<file path="src/rtl/epl_sio_target.sv">
// Remote end of the EPL serial I/O chain: oversamples SCLK/SDI/SLE in the local
// clock domain, shifts a frame in and out, latches output pins and flags input changes.
module epl_sio_target #(
  parameter int FRAME_BITS = 32
) (
  input  logic        csi_MCLK_clk,
  input  logic        rsi_MRST_reset_n,
  input  logic        EPL_SCLK,
  input  logic        EPL_SDI,
  input  logic        EPL_SLE,
  output logic        EPL_SDO,
  output logic        EPL_INT,
  input  logic [31:0] coe_pin_in,
  output logic [31:0] coe_pin_out,
  output logic        frame_done,
  output logic        frame_err
);

  typedef enum logic {
    ST_IDLE,
    ST_SHIFT
  } state_e;

  localparam logic [7:0] FRAME_BITS_C = 8'(FRAME_BITS);

  // Synchronizers and edge-detect registers; SDI shares SCLK's depth to keep skew.
  logic        sclk_s1_q, sclk_s2_q, sclk_d_q;
  logic        sdi_s1_q, sdi_s2_q;
  logic        sle_s1_q, sle_s2_q, sle_d_q;
  logic [31:0] pin_s1_q, pin_s2_q;

  state_e      st_q, st_d;
  logic [31:0] sr_q, sr_d;
  logic [31:0] snap_q, snap_d;
  logic [7:0]  bitcnt_q, bitcnt_d;
  logic        sdo_q, sdo_d;
  logic        int_q, int_d;
  logic [31:0] pin_out_q, pin_out_d;
  logic        done_q, done_d;
  logic        err_q, err_d;

  logic sclk_rise, sle_rise, sle_fall;

  assign sclk_rise = sclk_s2_q & ~sclk_d_q;
  assign sle_rise  = sle_s2_q & ~sle_d_q;
  assign sle_fall  = ~sle_s2_q & sle_d_q;

  // NOTE: every flop uses a non-blocking assignment so all registers update from
  // pre-edge values; blocking here would collapse the synchronizer chain into one stage.
  always_ff @(posedge csi_MCLK_clk or negedge rsi_MRST_reset_n) begin
    if (!rsi_MRST_reset_n) begin
      sclk_s1_q <= 1'b0;
      sclk_s2_q <= 1'b0;
      sclk_d_q  <= 1'b0;
      sdi_s1_q  <= 1'b0;
      sdi_s2_q  <= 1'b0;
      sle_s1_q  <= 1'b0;
      sle_s2_q  <= 1'b0;
      sle_d_q   <= 1'b0;
      pin_s1_q  <= '0;
      pin_s2_q  <= '0;
    end else begin
      sclk_s1_q <= EPL_SCLK;
      sclk_s2_q <= sclk_s1_q;
      sclk_d_q  <= sclk_s2_q;
      sdi_s1_q  <= EPL_SDI;
      sdi_s2_q  <= sdi_s1_q;
      sle_s1_q  <= EPL_SLE;
      sle_s2_q  <= sle_s1_q;
      sle_d_q   <= sle_s2_q;
      pin_s1_q  <= coe_pin_in;
      pin_s2_q  <= pin_s1_q;
    end
  end

  // NOTE: each output of this block is given a default before any branch, so no
  // path leaves a signal unassigned and no latch is inferred.
  always_comb begin
    st_d      = st_q;
    sr_d      = sr_q;
    snap_d    = snap_q;
    bitcnt_d  = bitcnt_q;
    sdo_d     = sdo_q;
    pin_out_d = pin_out_q;
    done_d    = 1'b0;
    err_d     = 1'b0;
    int_d     = (pin_s2_q != snap_q) | int_q;

    unique case (st_q)
      ST_IDLE: begin
        if (sle_rise) begin
          sr_d     = pin_s2_q;
          snap_d   = pin_s2_q;
          sdo_d    = pin_s2_q[31];
          bitcnt_d = 8'd0;
          int_d    = 1'b0;
          st_d     = ST_SHIFT;
        end
      end
      ST_SHIFT: begin
        if (sclk_rise) begin
          sr_d     = {sr_q[30:0], sdi_s2_q};
          sdo_d    = sr_q[30];
          bitcnt_d = (bitcnt_q == 8'hFF) ? bitcnt_q : bitcnt_q + 8'd1;
        end
        // The frame is judged on the post-shift count and data, so a final SCLK
        // rise coinciding with SLE fall is still counted.
        if (sle_fall) begin
          st_d = ST_IDLE;
          if (bitcnt_d == FRAME_BITS_C) begin
            pin_out_d = sr_d;
            done_d    = 1'b1;
          end else begin
            err_d = 1'b1;
          end
        end
      end
      default: st_d = ST_IDLE;
    endcase
  end

  always_ff @(posedge csi_MCLK_clk or negedge rsi_MRST_reset_n) begin
    if (!rsi_MRST_reset_n) begin
      st_q      <= ST_IDLE;
      sr_q      <= '0;
      snap_q    <= '0;
      bitcnt_q  <= '0;
      sdo_q     <= 1'b0;
      int_q     <= 1'b0;
      pin_out_q <= '0;
      done_q    <= 1'b0;
      err_q     <= 1'b0;
    end else begin
      st_q      <= st_d;
      sr_q      <= sr_d;
      snap_q    <= snap_d;
      bitcnt_q  <= bitcnt_d;
      sdo_q     <= sdo_d;
      int_q     <= int_d;
      pin_out_q <= pin_out_d;
      done_q    <= done_d;
      err_q     <= err_d;
    end
  end

  assign EPL_SDO     = sdo_q;
  assign EPL_INT     = int_q;
  assign coe_pin_out = pin_out_q;
  assign frame_done  = done_q;
  assign frame_err   = err_q;

endmodule

</file>
<file path="config.mk">
export PLATFORM = sky130hd
export DESIGN_NAME = epl_sio_target
export DESIGN_NICKNAME = d
export VERILOG_FILES = /design/src/rtl/epl_sio_target.sv
export SDC_FILE = /design/constraint.sdc
export NUM_CORES = 1
export LEC_CHECK = 0
export BUFFER_PORTS_ARGS = -buffer_cell sky130_fd_sc_hd__buf_2
export CORE_MARGIN = 3
export CORE_UTILIZATION = 53
export CTS_CLUSTER_SIZE = 20
export DETAILED_ROUTE_END_ITERATION = 7
export PLACE_DENSITY = 0.81
export SLEW_MARGIN = 40
export SYNTH_ARGS = -nofsm -noshare
export SYNTH_HDL_FRONTEND = slang
export SYNTH_SLANG_ARGS = --single-unit
export TNS_END_PERCENT = 1
</file>
<file path="constraint.sdc">
create_clock -name csi_MCLK_clk -period 2.7 [get_ports csi_MCLK_clk]
set_input_delay 0.54 -clock csi_MCLK_clk [delete_from_list [all_inputs] [get_ports csi_MCLK_clk]]
set_output_delay 0.54 -clock csi_MCLK_clk [all_outputs]
set_load 0.005 [all_outputs]
</file>
==> results of run 1 <==
==> per-stage QoR <==
stage	setup WS (ns)	util	area (sq um)	setup TNS [ns]	hold WS (ns)
2_1_floorplan	0.005445	-	7146	0	0.2444
3_3_place_gp	0.03030	0.6025	7757	0	0.3323
5_1_grt	-0.1844	0.6588	8483	-3.390	0.1068
4_1_cts	-0.08523	0.6565	8453	-0.9018	0.08640
3_5_place_dp	-0.09365	0.6025	7757	-2.247	0.3347
6_report	-0.1057	0.6588	8483	-1.315	0.08903
==> kinds of logic after synthesis <==
logic type,after synthesis,share of synthesized area
fa+ha+maj,1,0.001751
flops,181,0.6339
mux,130,0.1987
buf+inv,29,0.01891
xor+xnor,35,0.04290
simple gates,89,0.06146
compound gates,56,0.04237
==> repair_timing <==
action,in CTS,in global routing
setup buffers,7,0
pin swaps,5,1
hold buffers,0,0
gates resized for setup,11,8
setup endpoints to repair,32,32
cloned,2,0
==> cell type report <==
| type | instances | share of cell area |
|---|---|---|
| sequential | 181 | 0.5341 |
| multi-input combinational | 311 | 0.3013 |
| timing repair buffer | 94 | 0.07271 |
| clock buffer | 21 | 0.05428 |
| tap | 172 | 0.02537 |
| clock inverter | 11 | 0.01180 |
| inverter | 1 | 0.0004425 |
==> worst max-delay path, stage by stage (launching register included) <==
cell       delay (ns)
dfrtp_1          0.38
ha_1             0.31
nand4bb_4        0.23
or4_4            0.51
a211o_1          0.32
nor3_4           0.23
buf_4            0.15
buf_6            0.10
buf_16           0.13
mux2_2           0.32
==> registers in the layout (all words and copies together) (netlist names), 8 cells and up <==
register     cells
pin_s2_q        32
bitcnt_q         8
sr_q            32
pin_s1_q        32
coe_pin_out     32
snap_q          32
==> power groups by stage <==
| stage | clock (W) | sequential [W] | combinational (W) |
|---|---|---|---|
| after floorplan | 0 | 0.00326 | 0.000651 |
| after global placement | 0 | 0.00332 | 0.000835 |
| after detailed placement | 0 | 0.00335 | 0.000890 |
| after CTS | 0.00238 | 0.00330 | 0.000932 |
| after global routing | 0.00250 | 0.00335 | 0.00104 |
| final | 0.00233 | 0.00331 | 0.000933 |
==> routing by layer <==
| metal | vias to the layer above | track usage | wire length [um] |
|---|---|---|---|
| met3 | 37 | 0.06128 | 666 |
| li1 | 1989 | - | - |
| met1 | 2217 | 0.2635 | 6038 |
| met4 | 0 | 0.09797 | 413 |
| met5 | - | 0 | 0 |
| met2 | 116 | 0.3370 | 7181 |
==> cells in the final DEF (no fill, tap or decap), types with 3 or more instances in the layout <==
| cell | instances |
|---|---|
| clkinv_2 | 5 |
| nor2_1 | 7 |
| o21ai_0 | 39 |
| mux2_2 | 83 |
| xor2_1 | 18 |
| nand3_1 | 6 |
| nand4_1 | 6 |
| buf_4 | 15 |
| nand2_1 | 43 |
| buf_12 | 3 |
| nor3_1 | 6 |
| clkbuf_16 | 17 |
| dfrtp_1 | 180 |
| a21oi_1 | 9 |
| mux2i_1 | 35 |
| buf_2 | 71 |
| buf_6 | 3 |
| xnor2_1 | 17 |
| nor4_1 | 5 |
| nand2b_1 | 3 |
| mux2_4 | 10 |
==> path summary, 6_finish.rpt <==
check | slack [ns] | startpoint | to | cells past startpoint
min in group csi_MCLK_clk | 0.21 | coe_pin_in[18] | pin_s1_q[18] | 1
max in group asynchronous | 1.82 | rsi_MRST_reset_n | snap_q[12] | 2
hold / removal | 0.09 | rsi_MRST_reset_n | coe_pin_out[1] | 1
hold reg to reg | 0.35 | sdi_s1_q | sdi_s2_q | 0
setup reg to reg | -0.11 | bitcnt_q[1] | coe_pin_out[29] | 9
setup / recovery | -0.11 | bitcnt_q[1] | coe_pin_out[29] | 9
==> results.txt, run 1 <==
status: finished with violations
failing checks: setup timing
Filler Cell Count: 896
share of layout cells above drive strength 1: 0.3635
vias in the first global route: 4,666
post-synth top area share: 0.6339
maximum vdd drop: 0.0005842 V
CTS buffer count: 17
Nets: 644
H-tree depth: 4
cell internal pwr: 0.004859 W
Mean Syn Cell Area: 13.72 sq um
Power, Total: 0.006575 W
clock tree sinks: 181
placeable core area: 12,880 sq um
fmax: 356.4 MHz
Root Driver: clkbuf_16
max-cap check violation count: 0
Post-synth EDFFs: 0
Worst Path Class, Setup: reg2reg
Tcrit/Tclk final: 1.039
vias: 4,359
Reg area: 4531 sq um
Clk network pwr share: 0.355
Std-Cell Rows: 41
Placed Cells: 751
area leader, netlist: dfrtp_1
I/O Buffers: 72
CP startpoint kind: register
most common library cells after synthesis: dfrtp_1, mux2_2, nand2_1
max-slew violations: 0
CP Max Fanout: 9
Tmin final: 2.806 ns
clk buf depth: 2
synthesis-to-finish area growth: 18.72%
Finished Layout Cells: 791
DRT Pass-1 Iters: 5
Die X: 122.1 um
Final Hold Viols: 0
top cells by area, synth: dfrtp_1, mux2_2, mux2i_1
switch share: 0.2609
yosys warns: 0
CP Capture Type: register
most common cell in the synthesized netlist: dfrtp_1
critical path data arrival time: 3.11 ns
Die Height: 122.1 um
multi-input logic area: 2556 sq um
Netlist cell types: 35
Routed Antenna Nets: 0
HPWL Detailed: 9131 um
Skew-Pair Late Insertion Delay: 0.43 ns
ys async rst share: 1.000
DRC errors left: 0
post-synthesis sequential area ratio: 0.6339
initial drt markers: 291
mapped cell area: 7146 sq um
RSZ-0062 raised after global routing: true
wirelength, routed: 14,300 um
Synth Net Count: 559
Diodes inserted: 0
Slew @ Worst Pin: 0.5413 ns
Synth Instances: 521
Total GRT Usage: 0.2095
initial antenna violation count: 0
Top Ports: 73
sequential share of power: 0.503
final setup violation count: 21
GRT overflow: 0
first-pass GRT wire length: 23,490 um
CTS tree: yes
P_leak: 3.897 nW
GPL Wtd Cong: 0.8856
clock skew: 0.01105 ns
per-cell routed wire length: 18.08 um
Relative slew margins: 0.6353
CP required: 3.01 ns
clock-pin transition on the worst setup and hold timing paths: 0.06 ns
largest net degree at the start of global routing: 58
final worst slack: -0.1057 ns
Pwr per Cell Area: 775.0 nW/um^2
Initial Util: 0.5550
P_sw: 0.001716 W
die area: 14,910 sq um
combinational fraction of design power: 0.142
synthesis-stage register bit count: 181
Synth Flop Type: dfrtp_1
Via density: 5.511
HP Class: in2async
(Power assumes the default switching activity.)
==> run 2, diff against run 1 <==
--- a/config.mk
+++ b/config.mk
@@ -5,6 +5,7 @@
 export SDC_FILE = /design/constraint.sdc
 export NUM_CORES = 1
 export LEC_CHECK = 0
+export ABC_AREA = 1
 export BUFFER_PORTS_ARGS = -buffer_cell sky130_fd_sc_hd__buf_2
 export CORE_MARGIN = 3
 export CORE_UTILIZATION = 53
==> results.txt, run 2 <==
Via density: 5.138 (was 5.511)
P_leak: 4.441 nW (was 3.897 nW)
I/O Buffers: 72 (unchanged)
DRC errors left: 0 (unchanged)
RSZ-0062 raised after global routing: false (was true)
CP Max Fanout: 33 (was 9)
clock skew: 0.008649 ns (was 0.01105 ns)
clk buf depth: 2 (unchanged)
synthesis-to-finish area growth: 16.54% (was 18.72%)
maximum vdd drop: 0.0004808 V (was 0.0005842 V)
placeable core area: 13,300 sq um (was 12,880 sq um)
Initial Util: 0.5428 (was 0.5550)
Tcrit/Tclk final: 0.8375 (was 1.039)
Post-synth EDFFs: 0 (unchanged)
GRT overflow: 0 (unchanged)
max-cap check violation count: 0 (unchanged)
Root Driver: clkbuf_16 (unchanged)
Clk network pwr share: 0.360 (was 0.355)
Synth Instances: 780 (was 521)
Worst Path Class, Setup: reg2reg (unchanged)
most common cell in the synthesized netlist: nand2_1 (was dfrtp_1)
Final Hold Viols: 0 (unchanged)
CP startpoint kind: register (unchanged)
Top Ports: 73 (unchanged)
post-synthesis sequential area ratio: 0.6276 (was 0.6339)
Mean Syn Cell Area: 9.252 sq um (was 13.72 sq um)
cell internal pwr: 0.005208 W (was 0.004859 W)
initial drt markers: 396 (was 291)
post-synth top area share: 0.6276 (was 0.6339)
Routed Antenna Nets: 0 (unchanged)
area leader, netlist: dfrtp_1 (unchanged)
Total GRT Usage: 0.2108 (was 0.2095)
most common library cells after synthesis: nand2_1, dfrtp_1, nand3_1 (was dfrtp_1, mux2_2, nand2_1)
Std-Cell Rows: 42 (was 41)
ys async rst share: 1.000 (unchanged)
commonest non-fill, non-tap cell in the layout: nand2_1 (was dfrtp_1)
CTS-repair resized insts: 0 (was 11)
CTS tree: yes (unchanged)
most frequent cells in the layout: nand2_1, dfrtp_1, buf_2 (was dfrtp_1, mux2_2, buf_2)
share of layout cells above drive strength 1: 0.1586 (was 0.3635)
first-pass GRT wire length: 24,740 um (was 23,490 um)
CP required: 3.01 ns (about the same)
vias: 5,343 (was 4,359)
yosys warns: 0 (unchanged)
Relative slew margins: 0.5277 (was 0.6353)
final setup violation count: 0 (was 21)
vias in the first global route: 5,103 (was 4,666)
Place WS: 0.4797 ns (was -0.09365 ns)
Worst R2R Path Depth: 9 (unchanged)
Synth Flop Type: dfrtp_1 (unchanged)
Die X: 122.7 um (was 122.1 um)
worst flop-to-flop path startpoint: sclk_s2_q (was bitcnt_q[1])
clock tree sinks: 181 (unchanged)
largest net degree at the start of global routing: 76 (was 58)
final worst slack: 0.4387 ns (was -0.1057 ns)
post-CTS setup buffer count: 0 (was 7)
setup tns final: 0 ns (was -1.315 ns)
per-cell routed wire length: 13.81 um (was 18.08 um)
worst r2r dst: coe_pin_out[17] (was coe_pin_out[29])
initial antenna violation count: 0 (unchanged)
Die Height: 122.7 um (was 122.1 um)
status: finished, final reports clean (was finished with violations)
Filler Cell Count: 1,099 (was 896)
flop2flop setup slack: 0.44 ns (was -0.11 ns)
HPWL Detailed: 9743 um (was 9131 um)
wirelength, routed: 14,370 um (was 14,300 um)
CTS buffer count: 17 (unchanged)
HP Class: in2async (unchanged)
CP Capture Type: register (unchanged)
Slew @ Worst Pin: 0.7084 ns (was 0.5413 ns)
H-tree depth: 4 (unchanged)
Pwr per Cell Area: 877.2 nW/um^2 (was 775.0 nW/um^2)
Diodes inserted: 0 (unchanged)
switch share: 0.2941 (was 0.2609)
mapped cell area: 7217 sq um (was 7146 sq um)
sequential share of power: 0.469 (was 0.503)
fmax: 442.2 MHz (was 356.4 MHz)
critical path data arrival time: 2.57 ns (was 3.11 ns)
die area: 15,050 sq um (was 14,910 sq um)
P_sw: 0.002170 W (was 0.001716 W)
max-slew violations: 0 (unchanged)
DRT Pass-1 Iters: 7 (was 5)
top cells by area, synth: dfrtp_1, nand2_1, nand3_1 (was dfrtp_1, mux2_2, mux2i_1)
clock-pin transition on the worst setup and hold timing paths: 0.06 ns (about the same)
combinational fraction of design power: 0.172 (was 0.142)
hold_buf cts: 0 (unchanged)
Placement Cell Area: 7762 sq um (was 7757 sq um)
synthesis-stage register bit count: 181 (unchanged)
Tmin final: 2.261 ns (was 2.806 ns)
Nets: 889 (was 644)
Synth Net Count: 818 (was 559)
GPL Wtd Cong: 0.8500 (was 0.8856)
Netlist cell types: 31 (was 35)
Skew-Pair Late Insertion Delay: 0.43 ns (about the same)
post-route cell area: 8411 sq um (was 8483 sq um)
## run 2: cell count changes after synthesis, moves of 14 or more
| cell | delta |
|---|---|
| nand2_1 | +294 |
| mux2_2 | -93 |
| inv_1 | +40 |
| nand3_1 | +40 |
| mux2i_1 | -35 |
| nand4_1 | +30 |
| nor2_1 | +14 |
## run 2: critical path, stage by stage, from the launching register on
cell	delay, ns
dfrtp_1	0.41
nand2_2	0.19
buf_4	0.32
o21ai_1	0.14
nand2_1	0.07
nand3_1	0.11
nor2_4	0.28
nand3_4	0.36
nand2_1	0.17
nand2_1	0.07
## run 2: cells by family (layout without fill, tap and decap cells)
family	count (synthesis)	after routing	synth area share
buffers and inverters	79	163	0.04785
adder cells (fa/ha/maj)	1	1	0.001733
AND/OR/NAND/NOR	461	461	0.2736
flip-flops	181	181	0.6276
XOR/XNOR	12	12	0.01456
AO/OA/AOI/OAI	46	46	0.03467
## run 2: layout make-up
cell class / instances / area (sq um) / area share
sequential: 181 / 4529 / 0.5385
timing repair buffer: 84 / 494.2 / 0.05876
clock buffer: 19 / 452.9 / 0.05385
multi-input combinational: 520 / 2342 / 0.2785
inverter: 47 / 176.4 / 0.02098
clock inverter: 13 / 195.2 / 0.02321
tap: 176 / 220.2 / 0.02618
## run 2: metal layers
| metal | vias to the layer above | track usage | part of all wire |
|---|---|---|---|
| li1 | 2642 | - | - |
| met4 | 0 | 0.08887 | 0.018 |
| met3 | 21 | 0.04470 | 0.062 |
| met5 | - | 0 | 0 |
| met2 | 177 | 0.3027 | 0.45 |
| met1 | 2503 | 0.3129 | 0.47 |
## run 2: power groups by stage
| stage | Combinational (W) | Clock [W] | Sequential [W] |
|---|---|---|---|
| 2_1_floorplan | 0.000959 | 0 | 0.00340 |
| 3_3_place_gp | 0.00121 | 0 | 0.00347 |
| 3_5_place_dp | 0.00125 | 0 | 0.00349 |
| 4_1_cts | 0.00127 | 0.00270 | 0.00345 |
| 5_1_grt | 0.00147 | 0.00282 | 0.00351 |
| 6_report | 0.00127 | 0.00265 | 0.00346 |
## run 2: how the worst max path moves through the flow
stage	cells after the start	start	endpoint
finish	9	sclk_s2_q	coe_pin_out[17]
global route	10	sclk_d_q	coe_pin_out[29]
CTS	9	sclk_s2_q	coe_pin_out[8]
detailed placement	9	sclk_s2_q	coe_pin_out[8]
global placement	9	sclk_s2_q	coe_pin_out[8]
floorplan	13	bitcnt_q[0]	coe_pin_out[22]
## run 2: stage by stage
stage	hold slack, ns	utilization	power (W)	std cells
2_1_floorplan	0.2444	-	0.004364	780
3_3_place_gp	0.3326	0.5839	0.004682	1008
3_5_place_dp	0.3347	0.5839	0.004738	1008
4_1_cts	0.1615	0.6326	0.007424	1040
5_1_grt	0.1958	0.6326	0.007801	1040
6_report	0.1582	0.6326	0.007377	1040
==> run 3, diff against run 2 <==
==> constraint.sdc (replaced) <==
create_clock -name csi_MCLK_clk -period 1.9 [get_ports csi_MCLK_clk]
set_input_delay 0.38 -clock csi_MCLK_clk [delete_from_list [all_inputs] [get_ports csi_MCLK_clk]]
set_output_delay 0.38 -clock csi_MCLK_clk [all_outputs]
set_load 0.005 [all_outputs]
==> results.txt, run 3 (synthesis gave the netlist of run 2 again) <==
crit-path max cell delay: 0.40 ns (was 0.41 ns)
Slew @ Worst Pin: 0.3474 ns (was 0.7084 ns)
Filler Cell Count: 1,050 (was 1,099)
initial drt markers: 400 (was 396)
max-cap check violation count: 0 (unchanged)
Top Ports: 73 (unchanged)
met2 routed WL: 6388 um (was 6528 um)
Final Hold Viols: 0 (unchanged)
Skew-Pair Late Insertion Delay: 0.43 ns (about the same)
clock-pin transition on the worst setup and hold timing paths: 0.07 ns (was 0.06 ns)
Reg area: 4531 sq um (was 4529 sq um)
critical path data arrival time: 2.21 ns (was 2.57 ns)
Die Height: 122.7 um (unchanged)
wirelength, routed: 14,090 um (was 14,370 um)
Tmin final: 1.888 ns (was 2.261 ns)
DRT met1 WL: 6601 um (was 6685 um)
Nets: 904 (was 889)
worst-path cell chain: inv_2, nand2_2, nor2_2, nand3_1, nand2_1, nand3_1, nor2_4, nand3_4, clkbuf_16, nand2_1, nand2_1 (was nand2_2, buf_4, o21ai_1, nand2_1, nand3_1, nor2_4, nand3_4, nand2_1, nand2_1)
Diodes inserted: 0 (unchanged)
Root Driver: clkbuf_16 (unchanged)
Via density: 5.082 (was 5.138)
Power, Total: 0.009941 W (was 0.007377 W)
status: finished, final reports clean (unchanged)
setup tns final: 0 ns (unchanged)
flop2flop setup slack: 0.01 ns (was 0.44 ns)
most frequent cells in the layout: nand2_1, dfrtp_1, buf_2 (unchanged)
share of layout cells above drive strength 1: 0.1797 (was 0.1586)
per-cell routed wire length: 13.35 um (was 13.81 um)
HP Class: in2reg (was in2async)
RSZ-0062 raised after global routing: true (was false)
Crit path top cell by count: nand2_1 (unchanged)
CTS buffer count: 17 (unchanged)
maximum vdd drop: 0.0006087 V (was 0.0004808 V)
largest net degree at the start of global routing: 67 (was 76)
CP required: 2.22 ns (was 3.01 ns)
hold slack final: 0.05715 ns (was 0.1582 ns)
Die X: 122.7 um (unchanged)
Routed Antenna Nets: 0 (unchanged)
GPL Wtd Cong: 0.8377 (was 0.8500)
max-slew violations: 0 (unchanged)
P_leak: 4.479 nW (was 4.441 nW)
die area: 15,050 sq um (unchanged)
first-pass GRT wire length: 23,700 um (was 24,740 um)
DRT Pass-1 Iters: 5 (was 7)
met3 wire len: 718 um (was 891 um)
Worst Path Class, Setup: reg2reg (unchanged)
vias in the first global route: 4,984 (was 5,103)
multi-input logic area: 2375 sq um (was 2342 sq um)
final setup violation count: 0 (unchanged)
Pwr per Cell Area: 1169 nW/um^2 (was 877.2 nW/um^2)
DRC errors left: 0 (unchanged)
GRT overflow: 0 (unchanged)
vias: 5,362 (was 5,343)
clk buf depth: 2 (unchanged)
Initial Util: 0.5428 (unchanged)
initial antenna violation count: 0 (unchanged)
CP Capture Type: register (unchanged)
placeable core area: 13,300 sq um (unchanged)
synthesis-to-finish area growth: 17.87% (was 16.54%)
clock tree sinks: 181 (unchanged)
Total GRT Usage: 0.2005 (was 0.2108)
fmax: 529.8 MHz (was 442.2 MHz)
Tcrit/Tclk final: 0.9934 (was 0.8375)
Relative slew margins: 0.7684 (was 0.5277)
CP Max Fanout: 14 (was 33)
clock skew: 0.006661 ns (was 0.008649 ns)
highest routed layer: met4 (unchanged)
HPWL Detailed: 9752 um (was 9743 um)
commonest non-fill, non-tap cell in the layout: nand2_1 (unchanged)
Std-Cell Rows: 42 (unchanged)
CTS tree: yes (unchanged)
H-tree depth: 4 (unchanged)
slowest CP cell: dfrtp_1 (unchanged)
I/O Buffers: 72 (unchanged)
CP startpoint kind: register (unchanged)
==> run 3: per-stage QoR <==
step / utilization / instance area, sq um / worst slack [ns] / instances
6_report: 0.6398 / 8507 / 0.01245 / 1055
5_1_grt: 0.6398 / 8507 / -0.1063 / 1055
4_1_cts: 0.6315 / 8396 / 0.003686 / 1049
3_5_place_dp: 0.5903 / 7848 / 0.005189 / 1016
3_3_place_gp: 0.5903 / 7848 / 0.08330 / 1016
2_1_floorplan: - / 7217 / 0.1886 / 780
==> run 3: power by group <==
part	internal, W	switching (W)	total (W)
clock	0.00168	0.00146	0.00314
combinational	0.000735	0.00118	0.00191
sequential	0.00447	0.000414	0.00488
==> run 3: metal layers <==
metal,vias to the layer above,global-route usage
met2,157,0.2860
met1,2500,0.2991
met3,32,0.04055
li1,2673,-
met4,0,0.08817
met5,-,0
==> run 3: timing repair <==
action,in CTS,in global routing
buffers inserted,0,4
pin swaps,0,5
resized for setup,1,10
cloned,0,2
endpoints found under the setup margin,1,33
hold endpoints to repair,34,0
hold buffers,1,0
==> run 3: final timing paths <==
| check | from | end | cells after the start |
|---|---|---|---|
| setup / recovery | sclk_d_q | coe_pin_out[2] | 11 |
| hold / removal | coe_pin_in[2] | pin_s1_q[2] | 1 |
| setup reg to reg | sclk_d_q | coe_pin_out[2] | 11 |
| hold reg to reg | pin_s1_q[14] | pin_s2_q[14] | 0 |
| max in group asynchronous | rsi_MRST_reset_n | pin_s1_q[28] | 3 |
| min in group asynchronous | rsi_MRST_reset_n | coe_pin_out[16] | 2 |
==> run 3: cell type report <==
| cell class | instances | area share |
|---|---|---|
| Inverter | 47 | 0.02074 |
| Multi-Input combinational cell | 520 | 0.2792 |
| Clock inverter | 14 | 0.01250 |
| Timing Repair Buffer | 99 | 0.07869 |
| Clock buffer | 18 | 0.05045 |
| Tap cell | 176 | 0.02589 |
| Sequential cell | 181 | 0.5326 |
==> run 3: critical path: cells and delay by family, from the launching register on <==
kind          cells  cell delay [ns]
buf+inv           2             0.27
flops             1             0.40
simple gates      9             1.10
